**src/rtl/mm_uart_tx_pkg.sv**
```systemverilog
// Shared definitions for the memory-mapped UART transmitter: register map,
// STATUS bit layout, TX FSM encodings and the divisor clamp.
package mm_uart_tx_pkg;

  localparam logic [3:0] UART_DATA    = 4'h0;
  localparam logic [3:0] UART_STATUS  = 4'h4;
  localparam logic [3:0] UART_BAUDDIV = 4'h8;
  localparam logic [3:0] UART_CTRL    = 4'hC;

  localparam int ST_BUSY    = 0;
  localparam int ST_FULL    = 1;
  localparam int ST_EMPTY   = 2;
  localparam int ST_OVF     = 3;
  localparam int ST_CNT_LSB = 8;

  localparam logic [1:0] S_IDLE  = 2'd0;
  localparam logic [1:0] S_START = 2'd1;
  localparam logic [1:0] S_DATA  = 2'd2;
  localparam logic [1:0] S_STOP  = 2'd3;

  // A zero divisor would stall the bit timer, so it is treated as 1.
  function automatic logic [15:0] applied_div(input logic [15:0] d);
    return (d == 16'd0) ? 16'd1 : d;
  endfunction

endpackage

```
**src/rtl/mm_uart_tx_if.sv**
```systemverilog
// picorv32-style native bus slice seen by the UART slave.
interface mm_uart_tx_if;
  logic        select;
  logic [3:0]  wstrb;
  logic [3:0]  addr;
  logic [31:0] data_i;
  logic        ready;
  logic [31:0] data_o;

  modport master (output select, wstrb, addr, data_i, input ready, data_o);
  modport slave  (input select, wstrb, addr, data_i, output ready, data_o);
endinterface

```
**src/rtl/mm_uart_tx_fifo.sv**
```systemverilog
// Transmit FIFO, FIFO_DEPTH x 8, show-ahead read port.
module uart_fifo #(
  parameter int FIFO_DEPTH = 8
) (
  input  logic                          clk,
  input  logic                          reset_n,
  input  logic                          push,
  input  logic                          pop,
  input  logic [7:0]                    din,
  output logic [7:0]                    dout,
  output logic                          full,
  output logic                          empty,
  output logic [$clog2(FIFO_DEPTH):0]   count
);

  localparam int AW = $clog2(FIFO_DEPTH);
  localparam logic [AW:0] DEPTH_C = FIFO_DEPTH[AW:0];

  logic [7:0]    mem [FIFO_DEPTH];
  logic [AW-1:0] wr_ptr;
  logic [AW-1:0] rd_ptr;
  logic [AW:0]   cnt;
  logic          do_push;
  logic          do_pop;

  // Full/empty come from pre-edge state: a push into a full FIFO is dropped
  // even when a pop happens on the same edge.
  assign full    = (cnt == DEPTH_C);
  assign empty   = (cnt == '0);
  assign count   = cnt;
  assign dout    = mem[rd_ptr];
  assign do_push = push & ~full;
  assign do_pop  = pop & ~empty;

  always_ff @(posedge clk) begin
    if (do_push) mem[wr_ptr] <= din;
  end

  always_ff @(posedge clk or negedge reset_n) begin
    if (!reset_n) begin
      wr_ptr <= '0;
      rd_ptr <= '0;
      cnt    <= '0;
    end else begin
      if (do_push) wr_ptr <= wr_ptr + 1'b1;
      if (do_pop)  rd_ptr <= rd_ptr + 1'b1;
      case ({do_push, do_pop})
        2'b10:   cnt <= cnt + 1'b1;
        2'b01:   cnt <= cnt - 1'b1;
        default: cnt <= cnt;
      endcase
    end
  end

endmodule

```
**src/rtl/mm_uart_tx.sv**
```systemverilog
// Memory-mapped 8N1 UART transmitter: bus slave, register file, bit timer
// and TX FSM in front of a small transmit FIFO.
module mm_uart_tx
  import mm_uart_tx_pkg::*;
#(
  parameter int          FIFO_DEPTH  = 8,
  parameter logic [15:0] DEFAULT_DIV = 16'd234
) (
  input  logic         clk,
  input  logic         reset_n,
  mm_uart_tx_if.slave  bus,
  output logic         irq,
  output logic         tx
);

  localparam int AW = $clog2(FIFO_DEPTH);

  logic          ready_q;
  logic [31:0]   rdata_q;
  logic [31:0]   rd_mux;
  logic          accept;
  logic          is_wr;
  logic [1:0]    widx;
  logic          wr_data;
  logic          wr_status;
  logic          wr_baud;
  logic          wr_ctrl;

  logic          overflow;
  logic [15:0]   baud_div;
  logic          irq_en;

  logic [1:0]    state;
  logic [2:0]    bit_idx;
  logic [15:0]   timer;
  logic [7:0]    shreg;
  logic [15:0]   div_app;
  logic          bit_end;
  logic          busy;
  logic          pop;

  logic [7:0]    fifo_dout;
  logic          fifo_full;
  logic          fifo_empty;
  logic [AW:0]   fifo_count;
  logic          unused_ok;

  assign unused_ok = ^{bus.addr[1:0], bus.data_i[31:16]};

  // An access is accepted on the edge where select is seen with ready low;
  // any write or push lands on that same edge.
  assign accept    = bus.select & ~ready_q;
  assign is_wr     = |bus.wstrb;
  assign widx      = bus.addr[3:2];
  assign wr_data   = accept & is_wr & (widx == UART_DATA[3:2]) & bus.wstrb[0];
  assign wr_status = accept & is_wr & (widx == UART_STATUS[3:2]) & bus.wstrb[0];
  assign wr_baud   = accept & is_wr & (widx == UART_BAUDDIV[3:2]);
  assign wr_ctrl   = accept & is_wr & (widx == UART_CTRL[3:2]) & bus.wstrb[0];

  assign bus.ready  = ready_q;
  assign bus.data_o = rdata_q;

  always_comb begin
    rd_mux = '0;
    case (widx)
      UART_STATUS[3:2]: begin
        rd_mux[ST_BUSY]            = busy;
        rd_mux[ST_FULL]            = fifo_full;
        rd_mux[ST_EMPTY]           = fifo_empty;
        rd_mux[ST_OVF]             = overflow;
        rd_mux[ST_CNT_LSB +: 7]    = 7'(fifo_count);
      end
      UART_BAUDDIV[3:2]: rd_mux[15:0] = baud_div;
      UART_CTRL[3:2]:    rd_mux[0]    = irq_en;
      default:           rd_mux       = '0;
    endcase
  end

  always_ff @(posedge clk or negedge reset_n) begin
    if (!reset_n) begin
      ready_q  <= 1'b0;
      rdata_q  <= '0;
      overflow <= 1'b0;
      baud_div <= DEFAULT_DIV;
      irq_en   <= 1'b0;
    end else begin
      ready_q <= accept;
      rdata_q <= (accept & ~is_wr) ? rd_mux : 32'd0;
      if (wr_data & fifo_full)
        overflow <= 1'b1;
      else if (wr_status & bus.data_i[ST_OVF])
        overflow <= 1'b0;
      if (wr_baud & bus.wstrb[0]) baud_div[7:0]  <= bus.data_i[7:0];
      if (wr_baud & bus.wstrb[1]) baud_div[15:8] <= bus.data_i[15:8];
      if (wr_ctrl) irq_en <= bus.data_i[0];
    end
  end

  uart_fifo #(.FIFO_DEPTH(FIFO_DEPTH)) u_fifo (
    .clk     (clk),
    .reset_n (reset_n),
    .push    (wr_data),
    .pop     (pop),
    .din     (bus.data_i[7:0]),
    .dout    (fifo_dout),
    .full    (fifo_full),
    .empty   (fifo_empty),
    .count   (fifo_count)
  );

  // The divisor is sampled only when the timer reloads, so a BAUDDIV write
  // never stretches or shortens the bit in flight.
  assign div_app = applied_div(baud_div);
  assign bit_end = (timer == 16'd1);
  assign busy    = (state != S_IDLE);
  assign pop     = ~fifo_empty & ((state == S_IDLE) | ((state == S_STOP) & bit_end));
  assign irq     = irq_en & fifo_empty & ~busy;

  always_ff @(posedge clk) begin
    if (pop) shreg <= fifo_dout;
  end

  always_ff @(posedge clk or negedge reset_n) begin
    if (!reset_n) begin
      state   <= S_IDLE;
      bit_idx <= 3'd0;
      timer   <= 16'd1;
      tx      <= 1'b1;
    end else begin
      timer <= ((state == S_IDLE) | bit_end) ? div_app : timer - 16'd1;
      case (state)
        S_IDLE: begin
          if (!fifo_empty) begin
            state <= S_START;
            tx    <= 1'b0;
          end
        end
        S_START: begin
          if (bit_end) begin
            state   <= S_DATA;
            bit_idx <= 3'd0;
            tx      <= shreg[0];
          end
        end
        S_DATA: begin
          if (bit_end) begin
            if (bit_idx == 3'd7) begin
              state <= S_STOP;
              tx    <= 1'b1;
            end else begin
              bit_idx <= bit_idx + 3'd1;
              tx      <= shreg[bit_idx + 3'd1];
            end
          end
        end
        S_STOP: begin
          if (bit_end) begin
            if (!fifo_empty) begin
              state <= S_START;
              tx    <= 1'b0;
            end else begin
              state <= S_IDLE;
              tx    <= 1'b1;
            end
          end
        end
        default: begin
          state <= S_IDLE;
          tx    <= 1'b1;
        end
      endcase
    end
  end

endmodule

```
**src/flat_wrapper.sv**
```systemverilog
// flat-port wrapper written by rule: the top's interface ports become plain ports
module mm_uart_tx_flat import mm_uart_tx_pkg::*;
#(
  parameter int          FIFO_DEPTH  = 8,
  parameter logic [15:0] DEFAULT_DIV = 16'd234
)
  (clk, reset_n, irq, tx, bus_select, bus_wstrb, bus_addr, bus_data_i, bus_ready, bus_data_o);
  mm_uart_tx_if bus_i ();
  input  logic clk;
  input  logic reset_n;
  output logic irq;
  output logic tx;
  input wire logic [$bits(bus_i.select)-1:0] bus_select;
  input wire logic [$bits(bus_i.wstrb)-1:0] bus_wstrb;
  input wire logic [$bits(bus_i.addr)-1:0] bus_addr;
  input wire logic [$bits(bus_i.data_i)-1:0] bus_data_i;
  output wire logic [$bits(bus_i.ready)-1:0] bus_ready;
  output wire logic [$bits(bus_i.data_o)-1:0] bus_data_o;
  assign bus_i.select = bus_select;
  assign bus_i.wstrb = bus_wstrb;
  assign bus_i.addr = bus_addr;
  assign bus_i.data_i = bus_data_i;
  assign bus_ready = bus_i.ready;
  assign bus_data_o = bus_i.data_o;
  mm_uart_tx #(.FIFO_DEPTH(FIFO_DEPTH), .DEFAULT_DIV(DEFAULT_DIV)) u_core (.clk(clk), .reset_n(reset_n), .bus(bus_i), .irq(irq), .tx(tx));
endmodule
```
**config.mk**
```make
export PLATFORM = sky130hd
export DESIGN_NAME = mm_uart_tx_flat
export DESIGN_NICKNAME = d
export VERILOG_FILES = /design/src/rtl/mm_uart_tx_pkg.sv /design/src/rtl/mm_uart_tx_if.sv /design/src/rtl/mm_uart_tx_fifo.sv /design/src/rtl/mm_uart_tx.sv /design/src/flat_wrapper.sv
export SDC_FILE = /design/constraint.sdc
export NUM_CORES = 1
export LEC_CHECK = 0
export ABC_AREA = 1
export CAP_MARGIN = 5
export CORE_UTILIZATION = 60
export CTS_BUF_LIST = sky130_fd_sc_hd__clkbuf_4 sky130_fd_sc_hd__clkbuf_8 sky130_fd_sc_hd__clkbuf_16
export DETAILED_ROUTE_END_ITERATION = 16
export PLACE_DENSITY = 0.86
export SYNTH_ARGS = -nofsm -noshare
export SYNTH_HDL_FRONTEND = slang
export SYNTH_SLANG_ARGS = --single-unit
```
**constraint.sdc**
```tcl
create_clock -name clk -period 5.4 [get_ports clk]
set_input_delay 1.35 -clock clk [delete_from_list [all_inputs] [get_ports clk]]
set_output_delay 1.35 -clock clk [all_outputs]
set_load 0.01 [all_outputs]
```
Word level (Yosys, flattened, before mapping)
Memory sizes are Yosys's and may differ from the RTL's. A register that Yosys moved wholly into a read port is not among the register bits.
Index checks and enable logic that the tools add are counted.

word-level totals
  logic and storage cells = 110
  RAM bits = 64
  memories = 1
  register bits after elaboration = 83
  input port bits = 43

operators by class
  equality and inequality tests = 17
  muxes and demuxes = 33
  reductions and logical operators = 12
  $add $sub $neg = 6
  bitwise gates (word level) = 27
  magnitude comparators = 1

memory list
  memory             depth  bits a word  rd ports  clocked after Yosys merged registers in  wr ports  RTL line               RTL
  u_core.u_fifo.mem  8      8            1         1                                        1         mm_uart_tx_fifo.sv:19  logic [7:0] mem [FIFO_DEPTH];

operators with widths
  kind                   count
  $mux 16                3
  $and 1x1->1            20
  $eq 16x1->1 const B    1
  $logic_not 16->1       1
  $sub 16x1->16 const B  1
  $pmux 7 s2             1
  $mux 1                 13
  $pmux 3 s2             2
  $eq 2x2->1 const B     5
  $mux 2                 5
  $add 3x1->3 const B    3
  $mux 3                 3
  $ne 2x1->1 const B     4
  $pmux 2 s4             1
  $pmux 4 s2             1
  $reduce_and 4->1       2
  $reduce_bool 2->1      4
  $eq 2x1->1 const B     3
  $not 1->1              5
  $reduce_and 5->1       1
  $add 4x1->4 const B    1
  $eq 4x4->1 const B     1
  $logic_not 2->1        2
  $logic_not 4->1        1
  10 further kinds       12

Longest topological paths before layout
Gate-level depths: netlist (run 1).

  depth in word-level cells = 8
  gate-level depth with buffers = 16
  depth with buffers taken out = 15

Modules after synthesis
A second synthesis (run 1) with hierarchy kept.

second synthesis, totals
  cells, all modules = 745
  area total of the unflattened synthesis = 6745.2 µm²

by module, submodules not included
  module      instances  cells an instance  sequential area each (µm²)  area each (µm²)
  uart_fifo   1          357                2172.1                      3399.5
  mm_uart_tx  1          388                1675.4                      3345.7

Worst setup path before layout (run 1)
No wires, ideal clock.

  kind = in2reg
  start = in bus_addr[2]
  end = reg u_core.u_fifo.cnt[3] (netlist: u_core.u_fifo.count[3])
  data required time = 5.269 ns
  path buffers = 0
  stages on the path = 12
  slack = 2.361 ns
  arrival time = 2.908 ns
  cells stage by stage = inv_1 > ha_1 > inv_1 > nor2_1 > nand2_1 > ha_1 > ha_1 > a21oi_1 > nand2_1 > a21oi_1 > o21ai_0 > xor2_1

on the way
  cells in the longest elaborated chain, start to end = 6
  elaborated cells between the ends (all ways) = 8
  those cells by class = eq/ne: 2; mux: 1; bitwise: 3; reduce/logical: 2

RTL lines
  element                                                 RTL line               RTL
  start, declared                                         flat_wrapper.sv:15     input wire logic [$bits(bus_i.addr)-1:0] bus_addr;
  $logic_not 2->1 *                                       mm_uart_tx.sv:55       assign wr_data = accept & is_wr & (widx == UART_DATA[3:2]) & bus.wstrb[0];
  $and 1x1->1 * (2 in series)                             mm_uart_tx.sv:55
  $and 1x1->1 *                                           mm_uart_tx_fifo.sv:32  assign do_push = push & ~full;
  $eq 2x1->1 / $eq 2x2->1 (equally long branches)         mm_uart_tx_fifo.sv:47  case ({do_push, do_pop})
  $pmux 4 s2 / $reduce_bool 2->1 (equally long branches)  --
  end signal, assigned                                    mm_uart_tx_fifo.sv:48  2'b10: cnt <= cnt + 1'b1;
  end signal, assigned                                    mm_uart_tx_fifo.sv:49  2'b01: cnt <= cnt - 1'b1;
  end signal, assigned                                    mm_uart_tx_fifo.sv:50  default: cnt <= cnt;
  end, declared                                           mm_uart_tx_fifo.sv:22  logic [AW:0] cnt;

Every way passes the cells marked *; elsewhere a longest branch is shown, timed or not.
A chain may end at the register's enable or synchronous reset.

Final worst setup path (run 1)
  start = reg u_core.u_fifo.cnt[0] (netlist: u_core.u_fifo.count[0])
  end = out irq

on the way
  cells in the longest elaborated chain, start to end = 3

RTL lines
  element                    RTL line               RTL
  $logic_not 4->1            mm_uart_tx_fifo.sv:29  assign empty = (cnt == '0);
  $and 1x1->1 (2 in series)  mm_uart_tx.sv:117      assign irq = irq_en & fifo_empty & ~busy;
  end, declared              flat_wrapper.sv:11     output logic irq;

Every way passes these cells.

==> flow_metrics.py, run 1 <==
metrics = {
    "timing": {
        "tightest_slew_ns": 1.034,
        "setup_viol": 0,
        "finalMaxSlewViolations": 0,
        "fin_hold_ws_ns": 0.4654,
        "final_hold_viol_count": 0,
        "layout_min_cycle_time_ns": 3.679,
        "fin_skew_ns": 0.004247,
        "slew_headroom_pct": 30.99,
        "fmax_mhz": 271.8,
        "fin_setup_tns_ns": 0,
        "grt_setup_unrepaired": "false",
        "finalCritPeriodShare_pct": 68.14,
    },
    "critical_path": {
        "cpPeakStageDelay_ns": 0.55,
        "critPathCaptureType": "primary output",
        "cp_max_fo": 5,
        "setup.worst_path.class": "register to primary output",
        "required_ns": 4.05,
        "worst_ep_arrival_time_ns": 2.33,
        "crit_chain": "nor2_1 > nand3_1 > inv_1 > nand2_1 > nor2_1 > clkdlybuf4s50_1",
        "cp_slowest_cell": "clkdlybuf4s50_1",
        "worstSetupStartpointType": "register",
        "cpMostUsedCell": "nor2_1",
    },
    "synthesis": {
        "synth_cell_types": 37,
        "ys_ff_latch": 139,
        "syn_avg_cell_area_um2": 9.982,
        "ys_warn_count": 0,
        "netlist_area_um2": 6359,
        "synth.top_cell.area_share_pct": 34.00,
        "yosys_most_used_dff": "edfxtp_1",
        "synth-async-reset-ratio_pct": 48.20,
        "synth_top_area_cell": "edfxtp_1",
        "synth_common_cells": "130 x nand2_1, 103 x nor2_1, 72 x edfxtp_1, 63 x inv_1, 60 x dfrtp_1",
        "synth_edf_count": 72,
        "synth_area_leaders": "edfxtp_1 34%, dfrtp_1 24%, nand2_1 7.7%",
        "synth_cells": 637,
        "ys_seq_area_share_pct": 60.51,
        "synthMostInstantiatedCell": "nand2_1",
    },
    "worst_hold_path": {
        "hold_path.class": "register to register",
    },
    "clocking": {
        "cts_tree": "done",
        "clock-root-buffer": "clkbuf_8",
        "cts_buffers": 17,
        "h-tree-depth": 4,
        "clk_path_buf_depth": 2,
        "clock-sinks": 139,
        "post_cts_buffers": 0,
        "cts_resized": 0,
        "clk_latency_ns": 0.53,
        "clkTransAtPathRegs_ns": 0.06,
        "hold_buffers": 0,
    },
    "placed_design": {
        "routabilityCongestion": 0.8394,
        "io_buffers": 43,
        "post_dp_cell_area_um2": 6813,
        "hpwl_um": 8808,
    },
    "floorplanning": {
        "start_util_pct": 61.87,
        "dieArea_um2": 11010,
        "chipWidth_um": 104.9,
        "rows": 37,
        "fp.coreArea_um2": 10280,
        "pin_count": 78,
        "chipHeight_um": 104.9,
    },
    "finish": {
        "diodes": 0,
        "design_area_um2": 7390,
        "syn2layout_area_growth_pct": 16.21,
        "drive_gt1_share_pct": 8.190,
        "num-fill-cells": 660,
        "fin_nets": 746,
    },
    "pwr": {
        "cellLeakagePower_nw": 3.145,
        "p_per_area_nw_per_um2": 384.6,
        "vdd_drop_max_v": 0.0002514,
    },
    "detailed_routing": {
        "vias": 4617,
        "vias_per_cell": 5.549,
        "final_antenna_net_count": 0,
        "drtPass1Iterations": 5,
        "drt_iter0_drc": 542,
        "drc": 0,
        "wl_per_cell_um": 16.60,
        "wl_um": 13810,
    },
    "global_routing": {
        "grt-ovfl-total": 0,
        "track_usage_pct": 27.01,
        "antenna_found_initial": 0,
        "grt_max_degree": 37,
        "grt_pass1_vias": 4643,
        "grt_pass1_wl_um": 22400,
    },
    "job": {
        "cap_violations": 0,
    },
    "run_status": {
        "status": "completed",
    },
}
==> layer usage <==
layer / up-vias / track usage (%) / wire length (um) / share of wire (%)
li1: 2164 / - / - / -
met3: 45 / 5.427 / 852 / 6.2
met5: - / 0 / 0 / 0
met2: 211 / 44.94 / 6865 / 50
met1: 2197 / 33.95 / 5613 / 41
met4: 0 / 13.18 / 477 / 3.5
==> cell families (layout without fill, tap and decap cells) <==
| logic type | count (synthesis) | in the layout | synth area share, % |
|---|---|---|---|
| AO/OA/AOI/OAI | 87 | 87 | 8.068 |
| XOR/XNOR | 13 | 13 | 1.791 |
| adder cells (fa/ha/maj) | 20 | 20 | 4.054 |
| buffers and inverters | 98 | 142 | 7.261 |
| flip-flops | 139 | 139 | 60.51 |
| multiplexers | 3 | 3 | 0.5312 |
| other | 1 | 16 | 0.05898 |
| AND/OR/NAND/NOR | 276 | 276 | 17.73 |
==> through the flow <==
stage               setup slack [ns]  power, W  utilization [%]  instances
global placement               1.713  0.001698            66.29        800
floorplan                      2.361  0.001603                -        652
global route                   1.636  0.002958            71.90        832
finish                         1.721  0.002842            71.90        832
detailed placement             1.650  0.001726            66.29        800
CTS                            1.755  0.002841            71.90        832
==> sequential cells by signal, indices dropped and copies added, names as in the netlist <==
signal and count:
u_core.u_fifo.rd_ptr 3, u_core.state 2, u_core.baud_div 16, u_core.u_fifo.wr_ptr 3, u_core.tx 1, u_core.bit_idx 3, u_core.bus.data_o 16, u_core.shreg 8
u_core.irq_en 1, u_core.u_fifo.mem 64, u_core.bus.ready 1, u_core.overflow 1, u_core.timer 16, u_core.u_fifo.count 4
==> layout by cell type, fill, tap and decap left out, drive strengths merged, types with 2 or more instances in the layout <==
cell           netlist  final
a21oi               25     25
a31oi                2      2
buf                 26      3
bufinv               0      2
clkbuf               7     21
clkdlybuf4s50        0     42
clkinv               2      6
clkinvlp             0      5
conb                 1     16
dfrtp               60     60
dfstp                7      7
edfxtp              72     72
ha                  19     19
inv                 63     63
mux2                 3      3
nand2              134    134
nand3               25     25
nand4                2      2
nor2               110    110
nor4                 2      2
o21ai               41     41
o32ai               16     16
xnor2                3      3
xor2                10     10
==> where the power goes <==
part           internal [W]  total (W)  switching (W)  leakage, nW
combinational      0.000145   0.000384       0.000239         1.43
clock              0.000688    0.00111       0.000424        0.270
sequential          0.00124    0.00135       0.000106         1.45
total               0.00207    0.00284       0.000769         3.15
==> layout make-up <==
cell class / instances / area, um^2 / share of cell area [%]
well taps: 136 / 170.2 / 2.303
inverters: 65 / 249.0 / 3.369
clock buffers: 21 / 456.7 / 6.180
clock inverters: 11 / 120.1 / 1.625
multi-input cells: 415 / 2106 / 28.50
flip-flops and latches: 139 / 3847 / 52.07
repair buffers: 45 / 440.4 / 5.960
==> critical path: cells and delay by family, from the launching register on <==
kind                   cells  cell delay, ns
flip-flops                 1            0.44
AND/OR/NAND/NOR            4            0.59
buffers and inverters      2            0.77
==> final timing paths <==
check	startpoint	to	slack (ns)	depth (start not counted)
setup / recovery	u_core.u_fifo.count[0]	irq	1.72	6
hold / removal	u_core.tx	u_core.tx	0.47	2
setup reg to reg	u_core.timer[0]	u_core.u_fifo.count[3]	2.57	14
hold reg to reg	u_core.tx	u_core.tx	0.47	2
max in group asynchronous	reset_n	u_core.baud_div[1]	3.53	2
min in group asynchronous	reset_n	u_core.timer[12]	0.91	1
Power figures use the tool's default switching activity.
==> run 2, diff against run 1 <==
--- a/config.mk
+++ b/config.mk
@@ -7,10 +7,10 @@
 export LEC_CHECK = 0
 export ABC_AREA = 1
 export CAP_MARGIN = 5
-export CORE_UTILIZATION = 60
+export CORE_UTILIZATION = 50
 export CTS_BUF_LIST = sky130_fd_sc_hd__clkbuf_4 sky130_fd_sc_hd__clkbuf_8 sky130_fd_sc_hd__clkbuf_16
 export DETAILED_ROUTE_END_ITERATION = 16
-export PLACE_DENSITY = 0.86
+export PLACE_DENSITY = 0.77
 export SYNTH_ARGS = -nofsm -noshare
 export SYNTH_HDL_FRONTEND = slang
 export SYNTH_SLANG_ARGS = --single-unit
==> constraint.sdc (replaced) <==
create_clock -name clk -period 3.05 [get_ports clk]
set_input_delay 0.7625 -clock clk [delete_from_list [all_inputs] [get_ports clk]]
set_output_delay 0.7625 -clock clk [all_outputs]
set_load 0.01 [all_outputs]
==> flow_metrics.py, run 2 (synthesis results as in run 1) <==
metrics = {
    "job": {
        "cap_violations": 0,
    },
    "global_routing": {
        "antenna_found_initial": 0,
        "grt_max_degree": 43,
        "grt-ovfl-total": 0,
        "track_usage_pct": 21.49,
        "grt_pass1_vias": 4548,
        "grt_pass1_wl_um": 21250,
    },
    "floorplanning": {
        "chipHeight_um": 114.8,
        "chipWidth_um": 114.8,
        "pin_count": 78,
        "fp.coreArea_um2": 12210,
        "start_util_pct": 52.07,
        "dieArea_um2": 13170,
        "rows": 40,
    },
    "clocking": {
        "post_cts_buffers": 0,
        "clock-root-buffer": "clkbuf_16",
        "cts_tree": "done",
        "h-tree-depth": 4,
        "hold_buffers": 0,
        "clkTransAtPathRegs_ns": 0.06,
        "clk_latency_ns": 0.42,
        "clock-sinks": 139,
        "clk_path_buf_depth": 2,
        "cts_buffers": 17,
    },
    "finish": {
        "drive_gt1_share_pct": 10.80,
        "largest_reg_flops": 64,
        "final_common_cell": "nand2_1",
        "layout_common_cells": "130 x nand2_1, 103 x nor2_1, 72 x edfxtp_1",
        "syn2layout_area_growth_pct": 18.79,
        "fin_nets": 763,
        "finish.utilization_pct": 61.85,
        "diodes": 0,
        "regMostFlops": "u_core.u_fifo.mem",
    },
    "timing": {
        "setup_ws_ns": 0.1784,
        "final_hold_viol_count": 0,
        "finalCritPeriodShare_pct": 94.15,
        "layout_min_cycle_time_ns": 2.872,
        "tightest_slew_ns": 0.9778,
        "fmax_mhz": 348.2,
        "setup_viol": 0,
        "slew_headroom_pct": 34.82,
        "grt_setup_unrepaired": "false",
        "fin_skew_ns": 0.005560,
        "finalMaxSlewViolations": 0,
    },
    "pwr": {
        "cellLeakagePower_nw": 3.230,
        "pwr-share-seq_pct": 48.1,
        "sw_frac_of_total_pct": 27.94,
        "power_frac_comb_pct": 13.7,
        "clkPwrFrac_pct": 38.2,
        "p_per_area_nw_per_um2": 655.2,
        "p_sw_w": 0.001383,
        "vdd_drop_max_v": 0.0004170,
        "p_int_w": 0.003566,
    },
    "critical_path": {
        "cp_max_fo": 5,
        "critPathCaptureType": "primary output",
        "path_delay_family": "buffers and inverters",
        "worst_ep_arrival_time_ns": 2.11,
        "cpMostUsedCell": "nor2_1",
        "worstSetupStartpointType": "register",
        "cp_slowest_cell": "clkdlybuf4s50_1",
        "required_ns": 2.29,
        "setup.worst_path.class": "register to primary output",
        "cpPeakStageDelay_ns": 0.56,
        "cp.buffers_inverters": 2,
        "crit_chain": "nor2_1 > nand3_2 > inv_2 > nand2_1 > nor2_1 > clkdlybuf4s50_1",
    },
    "detailed_routing": {
        "final_antenna_net_count": 0,
        "vias_per_cell": 5.127,
        "drc": 0,
        "vias": 4517,
        "drtPass1Iterations": 7,
        "drt_iter0_drc": 288,
        "wl_per_cell_um": 14.70,
        "wl_um": 12950,
    },
    "placed_design": {
        "hpwl_um": 8969,
        "pre_cts_ws_ns": -0.03108,
        "io_buffers": 43,
        "routabilityCongestion": 0.8006,
    },
    "run_status": {
        "status": "completed",
    },
    "worst_hold_path": {
        "hold_path.class": "primary input to asynchronous set/reset pin",
    },
}
## run 2: changes by cell type in the layout (fill, tap and decap cells not counted), moves of 2 or more
cell	previous run	this run
buf_4	2	18
clkbuf_4	2	0
clkinv_4	2	4
bufinv_16	2	0
inv_6	0	2
## run 2: routing by layer
metal / up-vias / wire length (um) / global-route usage, %
li1: 2195 / - / -
met1: 2177 / 5705 / 26.86
met2: 125 / 6427 / 35.60
met3: 20 / 547 / 5.324
met4: 0 / 272 / 9.784
met5: - / 0 / 0
## run 2: worst paths after layout
check	start	end	slack, ns	cells after the start
hold reg to reg	u_core.tx	u_core.tx	0.47	2
setup / recovery	u_core.u_fifo.count[1]	irq	0.18	6
min in group clk	u_core.tx	u_core.tx	0.47	2
max in group asynchronous	reset_n	u_core.baud_div[3]	2.02	2
setup reg to reg	u_core.state[0]	u_core.u_fifo.count[3]	0.46	13
hold / removal	reset_n	u_core.timer[12]	0.34	1
## run 2: power groups by stage
| stage | clock, W | sequential [W] | combinational, W |
|---|---|---|---|
| 2_1_floorplan | 0 | 0.00236 | 0.000482 |
| 3_3_place_gp | 0 | 0.00240 | 0.000630 |
| 3_5_place_dp | 0 | 0.00241 | 0.000666 |
| 4_1_cts | 0.00191 | 0.00238 | 0.000677 |
| 5_1_grt | 0.00199 | 0.00240 | 0.000778 |
| 6_report | 0.00189 | 0.00238 | 0.000679 |
## run 2: stage by stage
| stage | cells | setup TNS, ns | hold slack [ns] | total power, W | cell area (um^2) |
|---|---|---|---|---|---|
| 3_3_place_gp | 849 | 0 | 0.4591 | 0.003026 | 6993 |
| 4_1_cts | 881 | 0 | 0.3615 | 0.004958 | 7548 |
| 6_report | 881 | 0 | 0.3412 | 0.004949 | 7553 |
| 3_5_place_dp | 849 | -0.03108 | 0.4713 | 0.003074 | 6993 |
| 2_1_floorplan | 652 | 0 | 0.4529 | 0.002838 | 6415 |
| 5_1_grt | 881 | 0 | 0.3847 | 0.005168 | 7553 |
## run 2: cell type report
class	instances	area, um^2
Timing Repair Buffer	62	580.6
Fill cell	954	4658
Clock inverter	12	88.84
Multi-Input combinational cell	415	2111
Inverter	65	249.0
Sequential cell	139	3847
Tap cell	168	210.2
Clock buffer	20	466.7
## run 2: repair_timing
| item | CTS | global route |
|---|---|---|
| setup endpoints to repair | 0 | 1 |
| gates resized for setup | 0 | 2 |
| endpoints found under the hold margin | 0 | 0 |
## run 2: worst reg2reg max path, delay by kind of cell, from the launching register on
family          cells  cell delay [ns]
xor+xnor            1             0.15
simple gates        2             0.18
flops               1             0.41
compound gates      4             0.63
buf+inv             3             0.37
fa+ha+maj           3             0.73
==> run 3, diff against run 2 <==
--- a/config.mk
+++ b/config.mk
@@ -11,6 +11,7 @@
 export CTS_BUF_LIST = sky130_fd_sc_hd__clkbuf_4 sky130_fd_sc_hd__clkbuf_8 sky130_fd_sc_hd__clkbuf_16
 export DETAILED_ROUTE_END_ITERATION = 16
 export PLACE_DENSITY = 0.77
+export SETUP_SLACK_MARGIN = 0.05
 export SYNTH_ARGS = -nofsm -noshare
 export SYNTH_HDL_FRONTEND = slang
 export SYNTH_SLANG_ARGS = --single-unit
==> results of run 3 <==
Same layout as run 2: the final DEF is identical, and so are final timing and power.
Among the figures that moved: number of gates resized after CTS 0 -> 1
